File: config.mk
export PLATFORM = sky130hd
export DESIGN_NAME = reg_writeback
export DESIGN_NICKNAME = d
export VERILOG_FILES = /design/src/rtl/riscv_pkg.sv /design/src/rtl/wb_fifo.sv /design/src/rtl/reg_writeback.sv
export SDC_FILE = /design/constraint.sdc
export NUM_CORES = 1
export LEC_CHECK = 0
export ABC_AREA = 1
export ABC_CLOCK_PERIOD_IN_PS = 4750
export CAP_MARGIN = 20
export CELL_PAD_IN_SITES_DETAIL_PLACEMENT = 1
export CELL_PAD_IN_SITES_GLOBAL_PLACEMENT = 2
export CORE_UTILIZATION = 39
export CTS_BUF_LIST = sky130_fd_sc_hd__clkbuf_4
export DETAILED_ROUTE_END_ITERATION = 10
export PLACE_DENSITY = 0.89
export SYNTH_ARGS = -nofsm -noshare
export SYNTH_HDL_FRONTEND = slang
export SYNTH_SLANG_ARGS = --single-unit
File: constraint.sdc
create_clock -name clk -period 4.75 [get_ports clk]
set_input_delay 1.1875 -clock clk [delete_from_list [all_inputs] [get_ports clk]]
set_output_delay 1.1875 -clock clk [all_outputs]
set_load 0.02 [all_outputs]
File: src/rtl/riscv_pkg.sv
// Shared constants and types for the register-file write path.
package riscv_pkg;

  localparam int XLEN = 32;
  localparam int AW   = 5;

  localparam logic [AW-1:0] REG_ZERO = '0;

  typedef enum logic {
    SRC_ALU = 1'b0,
    SRC_MEM = 1'b1
  } src_e;

endpackage

File: src/rtl/wb_fifo.sv
// Small power-of-two FIFO of pending register writes, exposing every slot
// so the top level can run hazard compares against buffered destinations.
module wb_fifo #(
  parameter int XLEN  = 32,
  parameter int AW    = 5,
  parameter int DEPTH = 2
) (
  input  logic                      clk,
  input  logic                      rst_n,
  input  logic                      push,
  input  logic [AW-1:0]             push_rd,
  input  logic [XLEN-1:0]           push_data,
  input  logic                      pop,
  output logic [AW-1:0]             head_rd,
  output logic [XLEN-1:0]           head_data,
  output logic [$clog2(DEPTH):0]    count,
  output logic                      full,
  output logic                      empty,
  output logic [DEPTH-1:0][AW-1:0]  entry_rd,
  output logic [DEPTH-1:0]          entry_valid
);

  localparam int PW = $clog2(DEPTH);
  localparam int CW = PW + 1;

  logic [PW-1:0]   wr_ptr;
  logic [PW-1:0]   rd_ptr;
  logic [CW-1:0]   cnt;
  logic [AW-1:0]   rd_mem   [DEPTH];
  logic [XLEN-1:0] data_mem [DEPTH];
  logic            push_ok;
  logic            pop_ok;

  assign full    = (cnt == CW'(DEPTH));
  assign empty   = (cnt == '0);
  assign push_ok = push & ~full;
  assign pop_ok  = pop & ~empty;

  // NOTE: non-blocking assignments so every flop samples pre-edge values.
  always_ff @(posedge clk or negedge rst_n) begin
    if (!rst_n) begin
      wr_ptr <= '0;
      rd_ptr <= '0;
      cnt    <= '0;
    end else begin
      if (push_ok) wr_ptr <= wr_ptr + 1'b1;
      if (pop_ok)  rd_ptr <= rd_ptr + 1'b1;
      case ({push_ok, pop_ok})
        2'b10:   cnt <= cnt + 1'b1;
        2'b01:   cnt <= cnt - 1'b1;
        default: cnt <= cnt;
      endcase
    end
  end

  // NOTE: payload storage has no reset; the pointers and count alone say which slots are live.
  always_ff @(posedge clk) begin
    if (push_ok) begin
      rd_mem[wr_ptr]   <= push_rd;
      data_mem[wr_ptr] <= push_data;
    end
  end

  assign head_rd   = rd_mem[rd_ptr];
  assign head_data = data_mem[rd_ptr];
  assign count     = cnt;

  // A slot is live when its distance from the read pointer is below the count.
  for (genvar i = 0; i < DEPTH; i++) begin : g_entry
    logic [PW-1:0] offset;
    assign offset         = PW'(i) - rd_ptr;
    assign entry_valid[i] = ({1'b0, offset} < cnt);
    assign entry_rd[i]    = rd_mem[i];
  end

endmodule

File: src/rtl/reg_writeback.sv
// Register-file write driver: buffers ALU and load results, round-robins
// one write per cycle onto the write port and flags pending destinations.
module reg_writeback #(
  parameter int XLEN  = riscv_pkg::XLEN,
  parameter int AW    = riscv_pkg::AW,
  parameter int DEPTH = 2
) (
  input  logic            clk,
  input  logic            reset,
  input  logic            alu_valid,
  output logic            alu_ready,
  input  logic [AW-1:0]   alu_rd,
  input  logic [XLEN-1:0] alu_data,
  input  logic            mem_valid,
  output logic            mem_ready,
  input  logic [AW-1:0]   mem_rd,
  input  logic [XLEN-1:0] mem_data,
  output logic            reg_write,
  output logic [AW-1:0]   rd,
  output logic [XLEN-1:0] write_data,
  input  logic [AW-1:0]   rs1,
  input  logic [AW-1:0]   rs2,
  output logic            pend1,
  output logic            pend2,
  output logic            idle
);

  import riscv_pkg::*;

  localparam int CW = $clog2(DEPTH) + 1;

  logic                     alu_push, mem_push;
  logic                     alu_pop, mem_pop;
  logic [AW-1:0]            alu_head_rd, mem_head_rd;
  logic [XLEN-1:0]          alu_head_data, mem_head_data;
  logic [CW-1:0]            alu_count, mem_count;
  logic                     alu_full, mem_full;
  logic                     alu_empty, mem_empty;
  logic [DEPTH-1:0][AW-1:0] alu_entry_rd, mem_entry_rd;
  logic [DEPTH-1:0]         alu_entry_valid, mem_entry_valid;

  src_e last_grant;
  src_e grant_src;
  logic grant_valid;

  // Ready never looks at a same-cycle pop, so a full FIFO always stalls one cycle.
  assign alu_ready = reset & ~alu_full;
  assign mem_ready = reset & ~mem_full;

  // Writes to x0 finish the handshake but are dropped here.
  assign alu_push = alu_valid & alu_ready & (alu_rd != AW'(REG_ZERO));
  assign mem_push = mem_valid & mem_ready & (mem_rd != AW'(REG_ZERO));

  wb_fifo #(.XLEN(XLEN), .AW(AW), .DEPTH(DEPTH)) u_alu_fifo (
    .clk         (clk),
    .rst_n       (reset),
    .push        (alu_push),
    .push_rd     (alu_rd),
    .push_data   (alu_data),
    .pop         (alu_pop),
    .head_rd     (alu_head_rd),
    .head_data   (alu_head_data),
    .count       (alu_count),
    .full        (alu_full),
    .empty       (alu_empty),
    .entry_rd    (alu_entry_rd),
    .entry_valid (alu_entry_valid)
  );

  wb_fifo #(.XLEN(XLEN), .AW(AW), .DEPTH(DEPTH)) u_mem_fifo (
    .clk         (clk),
    .rst_n       (reset),
    .push        (mem_push),
    .push_rd     (mem_rd),
    .push_data   (mem_data),
    .pop         (mem_pop),
    .head_rd     (mem_head_rd),
    .head_data   (mem_head_data),
    .count       (mem_count),
    .full        (mem_full),
    .empty       (mem_empty),
    .entry_rd    (mem_entry_rd),
    .entry_valid (mem_entry_valid)
  );

  // NOTE: every output of a combinational block gets a default first, so no path infers a latch.
  always_comb begin
    grant_valid = 1'b0;
    grant_src   = SRC_ALU;
    if (!alu_empty && !mem_empty) begin
      grant_valid = 1'b1;
      grant_src   = (last_grant == SRC_ALU) ? SRC_MEM : SRC_ALU;
    end else if (!alu_empty) begin
      grant_valid = 1'b1;
      grant_src   = SRC_ALU;
    end else if (!mem_empty) begin
      grant_valid = 1'b1;
      grant_src   = SRC_MEM;
    end
  end

  assign alu_pop = grant_valid && (grant_src == SRC_ALU);
  assign mem_pop = grant_valid && (grant_src == SRC_MEM);

  always_ff @(posedge clk or negedge reset) begin
    if (!reset) begin
      reg_write  <= 1'b0;
      rd         <= '0;
      write_data <= '0;
      last_grant <= SRC_ALU;
    end else begin
      reg_write <= grant_valid;
      if (grant_valid) begin
        last_grant <= grant_src;
        rd         <= (grant_src == SRC_MEM) ? mem_head_rd   : alu_head_rd;
        write_data <= (grant_src == SRC_MEM) ? mem_head_data : alu_head_data;
      end
    end
  end

  // Hazard query covers both FIFOs plus the write currently on the port.
  always_comb begin
    pend1 = 1'b0;
    pend2 = 1'b0;
    for (int i = 0; i < DEPTH; i++) begin
      if (alu_entry_valid[i] && (alu_entry_rd[i] == rs1)) pend1 = 1'b1;
      if (mem_entry_valid[i] && (mem_entry_rd[i] == rs1)) pend1 = 1'b1;
      if (alu_entry_valid[i] && (alu_entry_rd[i] == rs2)) pend2 = 1'b1;
      if (mem_entry_valid[i] && (mem_entry_rd[i] == rs2)) pend2 = 1'b1;
    end
    if (reg_write && (rd == rs1)) pend1 = 1'b1;
    if (reg_write && (rd == rs2)) pend2 = 1'b1;
    if (rs1 == AW'(REG_ZERO)) pend1 = 1'b0;
    if (rs2 == AW'(REG_ZERO)) pend2 = 1'b0;
  end

  assign idle = (alu_count == '0) && (mem_count == '0) && !reg_write;

endmodule

## Word-level counts from Yosys, hierarchy flattened

Memories as Yosys holds them, arrays and structs flattened.
Index checks and enable logic that the tools add are counted.

| storage, ports and cells | value |
|---|---|
| memory bits (writable) | 148 |
| word-level logic and storage cells | 113 |
| flip-flop bits (word level) | 47 |
| memories kept | 4 |

Memory list:

| name | depth | bits a word | rd ports | clocked after Yosys merged registers in | write ports | RTL line | text |
|---|---|---|---|---|---|---|---|
| u_alu_fifo.data_mem | 2 | 32 | 1 | 0 | 1 | wb_fifo.sv:30 | `logic [XLEN-1:0] data_mem [DEPTH];` |
| u_mem_fifo.data_mem | 2 | 32 | 1 | 0 | 1 | wb_fifo.sv:30 |  |
| u_alu_fifo.rd_mem | 2 | 5 | 3 | 0 | 1 | wb_fifo.sv:29 | `logic [AW-1:0] rd_mem [DEPTH];` |
| u_mem_fifo.rd_mem | 2 | 5 | 3 | 0 | 1 | wb_fifo.sv:29 |  |

| cells by class | value |
|---|---|
| reductions and logical operators | 26 |
| eq/ne operators | 16 |
| $add $sub $neg | 12 |
| muxes and demuxes | 26 |
| magnitude comparators | 4 |
| bitwise operators | 15 |

Operators by type and width:

| cell | count |
|---|---|
| 5-bit equality test | 10 |
| 32-bit two-way mux | 1 |
| 1-bit two-way mux | 22 |
| 1-bit logical AND | 15 |
| 1-bit bitwise AND | 10 |
| 5-bit zero test | 2 |
| 5-bit nonzero test | 2 |
| 2-bit equality test, second input constant | 4 |
| 1-bit by 2-bit less-than comparator with 1-bit output | 4 |
| 2-bit case mux with 2 select lines | 2 |
| 5-bit two-way mux | 1 |
| 1-bit NOT | 5 |
| 1-bit adder, second input constant | 4 |
| 2-bit by 1-bit adder with 2-bit output, second input constant | 2 |
| 2-bit by 1-bit equality test with 1-bit output, second input constant | 2 |
| 2-bit zero test | 2 |
| 2-bit nonzero test | 2 |
| 1-bit subtractor, first input constant | 4 |
| 2-bit by 1-bit subtractor with 2-bit output, second input constant | 2 |
| 1-bit zero test | 3 |

## Depth between registers and ports, before layout

Gate-level depths: netlist of run 1.

| depth | value |
|---|---|
| word-level depth | 9 |
| mapped depth | 12 |

## Hierarchy

A second synthesis of run 1 with hierarchy kept.

| second synthesis, totals | value |
|---|---|
| cell total of the unflattened synthesis | 887 |
| area total of the unflattened synthesis | 8489.4 um2 |

By module, submodules not included:

| module | area an instance (um2) | cells each | seq. area each (um2) | instances |
|---|---|---|---|---|
| wb_fifo | 2922.8 | 227 | 2322.2 | 2 |
| reg_writeback | 2643.8 | 433 | 975.9 | 1 |

## Least setup slack after synthesis of run 1

No wires, ideal clock.

| path | value |
|---|---|
| path type | input port to flip-flop |
| start | in reset |
| end | mem u_mem_fifo.data_mem[0][0] (enable) |
| library setup time | 0.431 ns |
| data required time | 4.319 ns |
| slack | 0.877 ns |
| stages | 4 |
| buffers on the path | 0 |
| data arrival time | 3.442 ns |
| path through | inv_1 a21oi_1 nand3_1 nor2_1 |

| on the way | value |
|---|---|
| word-level cells in the longest chain between the ends | 6 |

Ends and longest elaborated chain:

| item | RTL line | text |
|---|---|---|
| from (decl) | reg_writeback.sv:9 | `input logic reset,` |
| 1-bit bitwise AND | reg_writeback.sv:48 | `assign mem_ready = reset & ~mem_full;` |
| named net mem_ready | reg_writeback.sv:15 | `output logic mem_ready,` |
| 1-bit bitwise AND (2 in a row) | reg_writeback.sv:52 | `assign mem_push = mem_valid & mem_ready & (mem_rd != AW'(REG_ZERO));` |
| 1-bit bitwise AND | wb_fifo.sv:36 | `assign push_ok = push & ~full;` |
| 1-bit two-way mux | wb_fifo.sv:58 | `if (push_ok) begin` |
| 1-bit two-way mux (implied by the code) | wb_fifo.sv:60 | `data_mem[wr_ptr] <= push_data;` |
| to (decl) | wb_fifo.sv:30 |  |

The timed path passes the listed nets, and every way through them passes these cells.

## Worst setup path after layout of run 1

| path | value |
|---|---|
| start | in rs2[0] |
| end | out pend2 |

| on the way | value |
|---|---|
| word-level cells in the longest chain between the ends | 8 |
| elaborated cells between the ends (all ways) | 17 |

Ends and longest elaborated chain:

| item | RTL line | text |
|---|---|---|
| from (decl) | reg_writeback.sv:22 | `input logic [AW-1:0] rs2,` |
| 5-bit equality test | reg_writeback.sv:128 | `if (alu_entry_valid[i] && (alu_entry_rd[i] == rs2)) pend2 = 1'b1;` |
| 1-bit logical AND | reg_writeback.sv:128 |  |
| 1-bit two-way mux | reg_writeback.sv:128 |  |
| 1-bit two-way mux | reg_writeback.sv:129 | `if (mem_entry_valid[i] && (mem_entry_rd[i] == rs2)) pend2 = 1'b1;` |
| 1-bit two-way mux | reg_writeback.sv:128 |  |
| 1-bit two-way mux | reg_writeback.sv:129 |  |
| 1-bit two-way mux | reg_writeback.sv:132 | `if (reg_write && (rd == rs2)) pend2 = 1'b1;` |
| 1-bit two-way mux (*) | reg_writeback.sv:134 | `if (rs2 == AW'(REG_ZERO)) pend2 = 1'b0;` |
| to (decl) | reg_writeback.sv:24 | `output logic pend2,` |

Mark *: on every way between the ends. The rest lies on a longest branch, timed or not.

==> run metrics, run 1 <==
Synthesis Warnings 0; P&R area growth vs syn 22.3%; vias in the first global route 6,267; Die Y 149 um; FF-to-FF path depth 10; Worst Setup SP rs2[0]; PortBufs 130; Setup TNS 0 ps; Min-Delay Startpoint last_grant; Final min period 4420 ps; maxcap violations 0; Crit Path Max Fanout 7; r2r startpoint u_alu_fifo.count[1]; fin. max-slew vios 0; clock slew at reported path FFs around 140 ps; drt pass-1 iters 4; post-DP HPWL around 15,000 um; largest area contributor in the netlist edfxtp_1; clk buf depth 2; post-synth top area share 0.525; largest net degree at the start of global routing between 50 and 60; GPL Wtd Cong around 0.92; crit share post-route 0.930; Worst IR Drop VDD 0.241 mV; hold worst-path end last_grant; Vias/cell ~5; Post-route DRC 0; Routed WL per cell ~19 um; share of layout cells above drive strength 1 0.0877; GRT Residual Overflow 0; synthesized flop and latch total ~200; row count 53; CTS Sinks a little under 200; area of the mapped netlist about 8500 sq um; global-route wire length before repair 34,300 um; leakage power ~4.2 nW; ANT nets after route 0; root buffer cell clkbuf_4; Vias 5,834; postcts setup bufs 0; Max H-tree Level 4; # setup viols final 0; core box area approximately 21,000 sq um; power per cell area 564 nW/um^2; worst skew pair latency roughly 600 ps; post-CTS resize count 0; clock skew 32.4 ps; Min-Delay Path Class register to register; initial antenna violation count 1; Seq/Total Area, Yosys 0.664; R2R Setup Slk about 2300 ps; Crit Path Class input pin to output port; CTS Buf Count 17; syn avg cell area approximately 11 sq um; relative slew slack 0.506; DRT Wirelength between 20,000 and 25,000 um; synth top area cells edfxtp_1 (53%), dfrtp_1 (14%), nand2_1 (7.6%); TritonCTS clock tree done; Worst Setup Start Kind input pin; Die Wd 149 um; Synth Instances ~760; # nets final 978; initial core utilization 0.400; die area roughly 22,000 sq um; total track usage 0.209; critical path arrival 3230 ps; data required time of the critical path about 3600 ps; critical path endpoint category output port; initial DRC count roughly 320; Fin. Hold Viols 0; Ports between 100 and 150; Worst Max-Slew Pin Slew around 740 ps; Distinct cells, synth 26; Worst R2R End u_alu_fifo.count[1]; hold path depth 1; # hold bufs at CTS 0; Hold Worst Slack 526 ps; outcome finished, final reports clean; Fmax approximately 230 MHz; RSZ-0062 raised after global routing no; syn nets ~850
## report_power, final
| part | internal (mW) | switching (mW) | leakage [nW] |
|---|---|---|---|
| clock | 0.282 | 0.593 | 0.147 |
| sequential | 2.23 | 0.263 | 1.90 |
| combinational | 0.951 | 1.52 | 2.11 |
## through the flow
| step | setup slack [ps] | utilization | instances | cell area [sq um] | total power [mW] |
|---|---|---|---|---|---|
| after floorplan | 877 | - | 757 | 8460 | 4.12 |
| after detailed placement | 354 | 0.476 | 1144 | 10100 | 5.04 |
| after global routing | 164 | 0.489 | 1177 | 10300 | 6.23 |
| after global placement | 351 | 0.476 | 1144 | 10100 | 4.97 |
| final | 331 | 0.489 | 1177 | 10300 | 5.84 |
| after CTS | 342 | 0.489 | 1176 | 10300 | 5.92 |
## sequential cells by signal (all words and copies together) (netlist names), 2 cells and up
| register | count |
|---|---|
| u_alu_fifo.count | 2 |
| u_mem_fifo.rd_mem | 10 |
| u_alu_fifo.data_mem | 64 |
| rd | 5 |
| u_mem_fifo.count | 2 |
| u_alu_fifo.rd_mem | 10 |
| u_mem_fifo.data_mem | 64 |
| write_data | 32 |
## layer usage
layer  vias to the layer above  GRT usage  part of all wire
met5                         -          0                 0
met4                         0     0.0724             0.014
met3                        25     0.0303             0.033
met2                       117      0.376              0.53
met1                      2888      0.255              0.43
li1                       2804          -                 -
## cell usage in the layout, fill, tap and decap left out, types with 2 or more instances in the layout
master           count
dfrtp_2              2
nor2_4               4
buf_4               14
nand2_2              3
o221ai_1             2
edfxtp_1           148
clkinvlp_4           2
nand2_1            172
inv_8                2
mux2i_1             20
nand2_4              2
nor3_1               4
o211ai_1             4
clkinv_4             5
clkbuf_4            18
nor2_1              96
inv_6                2
nand3_1             33
dfrtp_1             45
inv_1               73
o21ai_0             51
o221ai_2            18
xor2_1              19
o21ai_1             10
a21oi_1             10
xnor2_1              2
clkdlybuf4s50_1    129
buf_12               2
ha_1                 2
## worst max-delay path by stage
stage	end	slack [ps]	depth (start not counted)
after floorplan	u_mem_fifo.data_mem[0][0]	880	4
after global routing	pend2	160	10
after CTS	pend2	340	10
after detailed placement	pend2	350	10
after global placement	pend1	350	10
final	pend2	330	10
## cells by family (layout without fill, tap and decap cells)
group	after synthesis	after routing	share of synthesized area
other	0	1	0
xor gates and xnor gates	21	21	0.0217
AOI/OAI and AO/OA	96	96	0.0805
and+or+nand+nor	315	315	0.148
adders and majority gates	2	2	0.00296
DFF	195	195	0.664
buffers and inverters	108	252	0.0587
muxes	20	20	0.0237
## cell type report
cell class                      count  area, sq um
Antenna cell                        1         2.50
Clock buffer                       18          135
Clock inverter                     14          149
Fill cell                        2291        10800
Inverter                           74          278
Multi-Input combinational cell    454         2380
Sequential cell                   195         5620
Tap cell                          275          344
Timing Repair Buffer              146         1440
## synthesized netlist by cell type, drive strengths merged
cell type	number
nor3	4
nor2	100
mux2i	20
xnor2	2
nand3	34
a21oi	10
o211ai	4
dfrtp	47
o21ai	61
edfxtp	148
o221ai	20
ha	2
clkbuf	8
xor2	19
nand2	177
o21a	1
buf	26
inv	74
## worst max-delay path: stages
cell and delay, ps:
clkdlybuf4s50_1 660, inv_1 130, nand2_1 80, nand2_1 50, nor2_1 170, nand3_1 100, nand3_1 120, nor2_1 50
nor2_1 90, clkdlybuf4s50_1 610
Note: power is estimated with default switching activity, not from simulation.
==> run 2: changes to the inputs <==
GPL_TIMING_DRIVEN = 0   (was default)
==> run metrics, run 2 (synthesis gave the netlist of run 1 again) <==
total track usage 0.216 (was 0.209); CP cell instances clkdlybuf4s50_1 > inv_1 > nand2_1 > nand2_1 > nor2_1 > nand3_1 > nand3_1 > nor2_1 > nor2_1 > clkdlybuf4s50_1 (unchanged); postcts setup bufs 0 (unchanged); Vias 5,993 (was 5,834); clock slew at reported path FFs 140 ps (about the same); Post-route DRC 0 (unchanged); relative slew slack 0.431 (was 0.506); crit share post-route 0.939 (was 0.930); Min-Delay Path Class register to register (unchanged); Fin. Hold Viols 0 (unchanged); clock skew 30.6 ps (was 32.4 ps); DRT Wirelength 22,700 um (was 22,300 um); die area 22,300 sq um (unchanged); # setup viols final 0 (unchanged); CP max stage cell clkdlybuf4s50_1 (unchanged); GPL Wtd Cong 0.816 (was 0.917); Crit Path Class input pin to output port (unchanged); power per cell area 572 nW/um^2 (was 564 nW/um^2); # hold bufs at CTS 0 (unchanged); cell mode on critical path nor2_1 (unchanged); Regs by FF count u_alu_fifo.data_mem x64, u_mem_fifo.data_mem x64, write_data x32 (unchanged); leakage power 4.22 nW (was 4.16 nW); Crit Path Max Fanout 6 (was 7); clk buf depth 2 (unchanged); Die Wd 149 um (unchanged); root buffer cell clkbuf_4 (unchanged); P&R area growth vs syn 23.4% (was 22.3%); Worst Max-Slew Pin Slew 851 ps (was 742 ps); dpl cell area 10,200 sq um (was 10,100 sq um); GRT Residual Overflow 0 (unchanged); Die Y 149 um (unchanged); initial DRC count 358 (was 316); critical path endpoint category output port (unchanged); fin. max-slew vios 0 (unchanged); dpl ws 313 ps (was 354 ps); most frequent cells in the layout nand2_1 (172), edfxtp_1 (148), clkdlybuf4s50_1 (123), nor2_1 (96), inv_1 (73) (was nand2_1 (172), edfxtp_1 (148), clkdlybuf4s50_1 (129), nor2_1 (96), inv_1 (73)); core box area 21,200 sq um (unchanged); data required time of the critical path 3560 ps (about the same); Final min period 4460 ps (was 4420 ps); post-CTS resize count 0 (unchanged); Setup TNS 0 ps (unchanged); drt pass-1 iters 5 (was 4); critical path arrival 3270 ps (was 3230 ps); initial antenna violation count 1 (unchanged); CTS Sinks 195 (unchanged); global-route wire length before repair 35,300 um (was 34,300 um); maxcap violations 0 (unchanged); Non-Filler Cell Area, Final 10,400 sq um (was 10,300 sq um); TritonCTS clock tree done (unchanged); # nets final 995 (was 978); Final WS setup 289 ps (was 331 ps); CTS Buf Count 17 (unchanged); Fmax 224 MHz (was 226 MHz); outcome finished, final reports clean (unchanged); RSZ-0062 raised after global routing no (unchanged); initial core utilization 0.400 (unchanged); Worst Setup Start Kind input pin (unchanged); row count 53 (unchanged); ANT nets after route 0 (unchanged); Vias/cell 5.02 (was 4.96); Ports 131 (unchanged); Final Power 5.97 mW (was 5.84 mW); critical path's largest stage delay 640 ps (was 660 ps); Routed WL per cell 19.0 um (about the same); post-DP HPWL 17,000 um (was 15,200 um); worst skew pair latency 590 ps (was 600 ps); most common cell after layout, fill and taps aside nand2_1 (unchanged); Worst IR Drop VDD 0.250 mV (was 0.241 mV); Hold Worst Slack 527 ps (was 526 ps); PortBufs 124 (was 130); vias in the first global route 6,413 (was 6,267); share of layout cells above drive strength 1 0.0991 (was 0.0877); largest net degree at the start of global routing 32 (was 55); Max H-tree Level 4 (unchanged)
==> run 2: worst max-delay path, delay by kind of cell <==
kind | cells | cell delay (ps)
buffers and inverters | 3 | 1450
AND/OR/NAND/NOR | 7 | 640
==> run 2: worst paths after layout <==
| path | startpoint | depth (start not counted) | to | slack (ps) |
|---|---|---|---|---|
| worst max-delay path | rs1[2] | 10 | pend1 | 290 |
| worst min-delay path | last_grant | 1 | last_grant | 530 |
| worst max register to register | u_alu_fifo.count[0] | 5 | u_alu_fifo.rd_mem[1][1] | 2390 |
| worst min register to register | last_grant | 1 | last_grant | 530 |
| max in group asynchronous | reset | 2 | rd[1] | 3590 |
| min in group asynchronous | reset | 1 | write_data[11] | 550 |
==> run 2: report_power, final <==
group | internal, mW | switching, mW | leakage [nW] | total (mW)
sequential | 2.23 | 0.205 | 1.90 | 2.44
combinational | 1.08 | 1.66 | 2.19 | 2.74
clock | 0.232 | 0.557 | 0.126 | 0.789
total | 3.54 | 2.42 | 4.22 | 5.97
==> run 2: through the flow <==
stage,std cells,utilization
after floorplan,757,-
after global placement,1156,0.475
after detailed placement,1161,0.482
after CTS,1193,0.493
after global routing,1194,0.493
final,1194,0.493
==> run 2: routing by layer <==
| metal | routed length (um) | global-route usage |
|---|---|---|
| met5 | 0 | 0 |
| met4 | 557 | 0.0811 |
| met3 | 746 | 0.0303 |
| met2 | 11700 | 0.378 |
| met1 | 9750 | 0.269 |
==> run 2: cell type report <==
cell class              count  area (sq um)
plain buffers              34           219
clock buffers              21           158
fillers                  2310         10700
well taps                 275           344
diodes                      1          2.50
clock inverters            11          78.8
multi-input cells         454          2370
inverters                  74           278
flip-flops and latches    195          5620
repair buffers            129          1370
==> run 3: changes to the inputs <==
--- a/config.mk
+++ b/config.mk
@@ -16,4 +16,6 @@
 export GPL_TIMING_DRIVEN = 0
 export PLACE_DENSITY = 0.89
+export SETUP_SLACK_MARGIN = 0.15
+export SKIP_LAST_GASP = 1
 export SYNTH_ARGS = -nofsm -noshare
 export SYNTH_HDL_FRONTEND = slang
==> constraint.sdc (replaced) <==
create_clock -name clk -period 4.75 [get_ports clk]
set_input_delay 0.475 -clock clk [delete_from_list [all_inputs] [get_ports clk]]
set_output_delay 0.475 -clock clk [all_outputs]
set_load 0.02 [all_outputs]
==> run metrics, run 3 (synthesis gave the netlist of run 1 again) <==
RSZ-0062 raised after global routing no (unchanged); Max H-tree Level 4 (unchanged); fin. max-slew vios 0 (unchanged); GRT Residual Overflow 0 (unchanged); PortBufs 124 (unchanged); Die Wd 149 um (unchanged); initial core utilization 0.400 (unchanged); share of layout cells above drive strength 1 0.0990 (was 0.0991); Non-Filler Cell Area, Final 10,400 sq um (about the same); CTS Sinks 195 (unchanged); initial antenna violation count 1 (unchanged); Crit Path Class input pin to output port (unchanged); fin cells 1,195 (was 1,194); row count 53 (unchanged); P&R area growth vs syn 23.5% (was 23.4%); Regs by FF count u_alu_fifo.data_mem x64, u_mem_fifo.data_mem x64, write_data x32 (unchanged); Fmax 310 MHz (was 224 MHz); multi-input combinational cell area 2370 sq um (unchanged); Final Power 5.97 mW (about the same); leakage power 4.22 nW (about the same); clock skew 28.8 ps (was 30.6 ps); Min-Delay Path Class input pin to asynchronous set/reset pin (was register to register); Die Y 149 um (unchanged); CP cell instances dlygate4sd3_1 > buf_2 > buf_12 > inv_1 > a21oi_1 > clkdlybuf4s50_1 (was clkdlybuf4s50_1 > inv_1 > nand2_1 > nand2_1 > nor2_1 > nand3_1 > nand3_1 > nor2_1 > nor2_1 > clkdlybuf4s50_1); postcts setup bufs 0 (unchanged); Routed WL per cell 19.0 um (about the same); DRT Wirelength 22,700 um (about the same); most common cell after layout, fill and taps aside nand2_1 (unchanged); FF/Latch Area 5620 sq um (unchanged); Final WS setup 1520 ps (was 289 ps); initial DRC count 351 (was 358); dpl cell area 10,200 sq um (unchanged); total track usage 0.216 (unchanged); data required time of the critical path 4280 ps (was 3560 ps); global-route wire length before repair 35,300 um (unchanged); Vias 5,972 (was 5,993); Fin. Hold Viols 0 (unchanged); crit share post-route 0.679 (was 0.939); ANT nets after route 0 (unchanged); Crit Path Max Fanout 31 (was 6); # setup viols final 0 (unchanged); most frequent cells in the layout nand2_1 (172), edfxtp_1 (148), clkdlybuf4s50_1 (123), nor2_1 (96), inv_1 (73) (unchanged); # fillers 2,309 (was 2,310); Final min period 3230 ps (was 4460 ps); drt pass-1 iters 4 (was 5); worst skew pair latency 580 ps (was 590 ps); CP delay by family, top buffers and inverters (unchanged); post-DP HPWL 17,000 um (unchanged); core box area 21,200 sq um (unchanged); outcome finished, final reports clean (unchanged); largest net degree at the start of global routing 32 (unchanged); post-CTS resize count 0 (unchanged); root buffer cell clkbuf_4 (unchanged); critical path arrival 2750 ps (was 3270 ps); Final Util 0.494 (was 0.493); critical path's largest stage delay 710 ps (was 640 ps); Ports 131 (unchanged); power per cell area 571 nW/um^2 (was 572 nW/um^2); Worst IR Drop VDD 0.251 mV (was 0.250 mV); Worst Setup Start Kind input pin (unchanged); Worst Max-Slew Pin Slew 863 ps (was 851 ps); clk buf depth 2 (unchanged); dpl ws 1560 ps (was 313 ps); clock slew at reported path FFs 160 ps (was 140 ps); Post-route DRC 0 (unchanged); vias in the first global route 6,414 (was 6,413); maxcap violations 0 (unchanged); # nets final 996 (was 995); CTS Buf Count 17 (unchanged); Bufs and invs on worst path 5 (was 3); TritonCTS clock tree done (unchanged); GPL Wtd Cong 0.816 (unchanged); critical path endpoint category output port (unchanged); cell total after placement 1,161 (unchanged); Vias/cell 5.00 (was 5.02); relative slew slack 0.423 (was 0.431); CP max stage cell clkdlybuf4s50_1 (unchanged); die area 22,300 sq um (unchanged)
## run 3: cell types whose count changed in the layout (fill, tap and decap cells not counted)
cell           delta
dlygate4sd3_1     +1
## run 3: final cells by class
class                           count  area share
Clock buffer                       21      0.0151
Tap cell                          275      0.0329
Antenna cell                        1    0.000239
Sequential cell                   195       0.538
Timing Repair Buffer              130       0.132
Clock inverter                     11     0.00754
Multi-Input combinational cell    454       0.227
Buffer                             34      0.0210
Inverter                           74      0.0266
## run 3: final timing paths
kind,start,endpoint,slack (ps),cells after the start
worst min register to register,last_grant,last_grant,530,1
min in group clk,alu_data[11],u_alu_fifo.data_mem[0][11],470,1
worst max register to register,u_alu_fifo.count[0],u_alu_fifo.rd_mem[1][1],2370,5
max in group asynchronous,reset,rd[1],3760,3
worst min-delay path,reset,write_data[11],380,2
worst max-delay path,reset,alu_ready,1520,6
## run 3: through the flow
stage / hold slack [ps] / setup TNS, ps
CTS: 360 / 0
floorplan: 179 / 0
global placement: 492 / -305200
detailed placement: 494 / 0
global route: 392 / 0
finish: 384 / 0
## run 3: what timing repair did
item                       in CTS  in global routing
setup endpoints to repair       0                  0
hold buffers                    1                  0
hold endpoints to repair       17                  0
## run 3: per-layer routing
metal / wire length, um / GRT usage / vias up
li1: - / - / 2849
met1: 9750 / 0.269 / 2972
met5: 0 / 0 / -
met2: 11700 / 0.378 / 119
met4: 532 / 0.0811 / 0
met3: 705 / 0.0303 / 32
## run 3: worst register-to-register path: cells and delay by family, from the launching register on
| family | cells | cell delay [ps] |
|---|---|---|
| AOI/OAI and AO/OA | 1 | 210 |
| DFF | 1 | 500 |
| buffers and inverters | 2 | 340 |
| and+or+nand+nor | 2 | 1030 |
## run 3: where the power goes
| part | internal [mW] | leakage, nW | switching, mW | total, mW |
|---|---|---|---|---|
| registers | 2.23 | 1.90 | 0.205 | 2.43 |
| logic | 1.08 | 2.20 | 1.66 | 2.74 |
| clock network | 0.233 | 0.126 | 0.556 | 0.789 |
==> RTL change (flow settings as in run 2) <==
`AW` is set to 5 in 2 places; all go to 4.
--- a/src/rtl/riscv_pkg.sv
+++ b/src/rtl/riscv_pkg.sv
@@ -2,7 +2,7 @@
 package riscv_pkg;
 
   localparam int XLEN = 32;
-  localparam int AW   = 5;
+  localparam int AW   = 4;
 
   localparam logic [AW-1:0] REG_ZERO = '0;
 
--- a/src/rtl/wb_fifo.sv
+++ b/src/rtl/wb_fifo.sv
@@ -2,7 +2,7 @@
 // so the top level can run hazard compares against buffered destinations.
 module wb_fifo #(
   parameter int XLEN  = 32,
-  parameter int AW    = 5,
+  parameter int AW    = 4,
   parameter int DEPTH = 2
 ) (
   input  logic                      clk,
Ports: changed (5 resized); port bits go from 131 to 126. The function was not compared with the original's and may differ.
==> RTL change against run 2 <==
  * Maximum frequency rose by 0.44%
  * Count of clock-buffer cells in the layout unchanged
  * Critical path type unchanged
  * Combinational power down 6%
  * Setup slack improved by 20 ps
  * Highest routed layer unchanged
  * Area after synthesis decreased by 5.0%
  * First-iteration DRC count decreased by 38%
  * Routed wire length is 7.9% lower
  * Sequential power fell by 2%
  * Sequential cell count shrank 5
  * Design area fell by 4.1%
  * Critical endpoint is now pend2
  * Total power is 2.1% lower
  * Global-route usage is 1.1 points lower
  * Largest cell class unchanged
==> RTL change: results (changes against run 2) <==
Setup path
  – Cell at the slowest stage of the critical path: clkdlybuf4s50_1
  – Worst path arrival time: 3250 ps (-20 ps)
  – Crit path from: rs2[3]
  – Reg-to-Reg End: u_mem_fifo.data_mem[1][6]
  – R2R depth: 5 (unchanged)
  – Worst R2R Start: u_mem_fifo.count[0]
  – Reg2reg setup slack: 2360 ps (-30 ps)
  – Max FO, Critical Path: 6 (unchanged)
  – Worst path max stage delay: 660 ps (+20 ps)
  – Crit path to: pend2

Status
  – Status: complete, no violations

Clocking
  – H-tree depth: 4 (unchanged)
  – Clock Path Buffers: 2 (unchanged)
  – Post-CTS Resized: 0 (unchanged)
  – Worst-Skew Late Latency: 570 ps (-20 ps)
  – CTS buffer count: 17 (unchanged)
  – Postcts setup bufs: 0 (unchanged)
  – Root Driver: clkbuf_4
  – Clock-pin slew on the worst setup and hold paths: 150 ps

Logic synthesis
  – Multiplexer share of the synthesized area: 3.98% (+1.6 points)
  – Adder-Cell Fraction of Synth Area: 0.311% (+0.015 points)
  – Commonest cells in the netlist: nand2_1, edfxtp_1, nor2_1, dfrtp_1, nand3_1
  – Sequential share of the synthesized area: 68.1% (+1.7 points)
  – Post-synth ARST share: 24.2% (+0.11 points)
  – EDFF count, synth: 144 (-2.7%)
  – Syn nets: 790 (-6.7%)
  – Count of cell types in the netlist: 27 (+3.8%)
  – Synth top area cells: edfxtp_1, dfrtp_1, nand2_1
  – Yosys warns: 0 (unchanged)
  – Post-synthesis xor/xnor area fraction: 3.16% (+0.99 points)
  – Area fraction in compound gates after synthesis: 4.16% (-3.9 points)

Min path
  – Hold path endpoint: write_data[25]
  – Worst Hold Launch: write_data[25]
  – Worst hold path depth: 2 (+1)

Layout
  – N_diodes: 0 (-1)
  – Layout cell share with drive strength beyond 1: 10.6% (+0.68 points)
  – Fillers: 2182 (-5.5%)
  – Final #Nets: 932 (-6.3%)
  – Largest regs: u_alu_fifo.data_mem: 64 flops, u_mem_fifo.data_mem: 64 flops, write_data: 32 flops

Global route
  – Initial antenna violation count: 0 (-1)
  – First-pass GRT wire length: 32.7 mm (-7.2%)
  – Global-route usage over all layers: 20.5% (-1.1 points)
  – Largest net degree at the start of global routing: 27 (-16%)
  – Vias in the first global route: 6136 (-4.3%)

Pwr
  – Lkg Pwr: 3.99 nW (-5.4%)
  – VDD IR max: 0.259 mV (+3.4%)

Detailed routing
  – Drt total wl: 20.9 mm (-7.9%)
  – Detailed Routing Iterations Pass 1: 4 (-1)
  – 1st-iter DRT viols: 223 (-38%)
  – Vias/cell: 4.91 (-2.1%)

Placed design
  – Post-detail-place hpwl: 15.2 mm (-11%)
  – Gp weighted congestion: 0.873 (+7.0%)
  – I/O Buffers: 118 (-4.8%)

STA
  – Hold_ws: 499 ps (-27.7 ps)
  – Worst-Margin Slew: 677 ps (-174 ps)
  – Clock Skews: 21.8 ps (-8.81 ps)
-- RTL change: cell type report --
type | instances | share of cell area (%)
flip-flops and latches | 190 | 54.7
multi-input cells | 448 | 22.8
repair buffers | 123 | 13.1
well taps | 270 | 3.38
plain buffers | 33 | 1.85
clock buffers | 21 | 1.58
clock inverters | 11 | 1.35
inverters | 33 | 1.24
-- RTL change: cells by family after synthesis --
kind of cell / Yosys count
flops: 190
buf+inv: 66
mux: 32
xor+xnor: 29
simple gates: 328
compound gates: 57
fa+ha+maj: 2
-- RTL change: through the flow --
step	utilization, %	instances	setup TNS (ps)	setup WS (ps)	cell area, um^2
2_1_floorplan	-	704	0	899	8040
3_3_place_gp	47.2	1092	-361980	-2530	9560
3_5_place_dp	48.0	1097	0	328	9710
4_1_cts	49.4	1129	0	319	10000
5_1_grt	49.4	1129	0	168	10000
6_report	49.4	1129	0	308	10000
-- RTL change: critical path: cells and delay by family --
| family | cells | cell delay, ps |
|---|---|---|
| compound gates | 1 | 220 |
| buf+inv | 4 | 1470 |
| simple gates | 4 | 390 |
-- RTL change: power breakdown --
part,switching (W),internal (W)
combinational,0.00157,0.00100
clock,0.000555,0.000346
sequential,0.000203,0.00217
total,0.00232,0.00352
-- RTL change: layer usage --
| metal | GRT usage (%) | vias up | routed length [um] |
|---|---|---|---|
| met5 | 0 | - | 0 |
| met4 | 6.89 | 0 | 312 |
| met3 | 3.76 | 23 | 802 |
| met2 | 36.4 | 129 | 10700 |
| met1 | 25.1 | 2757 | 9090 |
| li1 | - | 2640 | - |
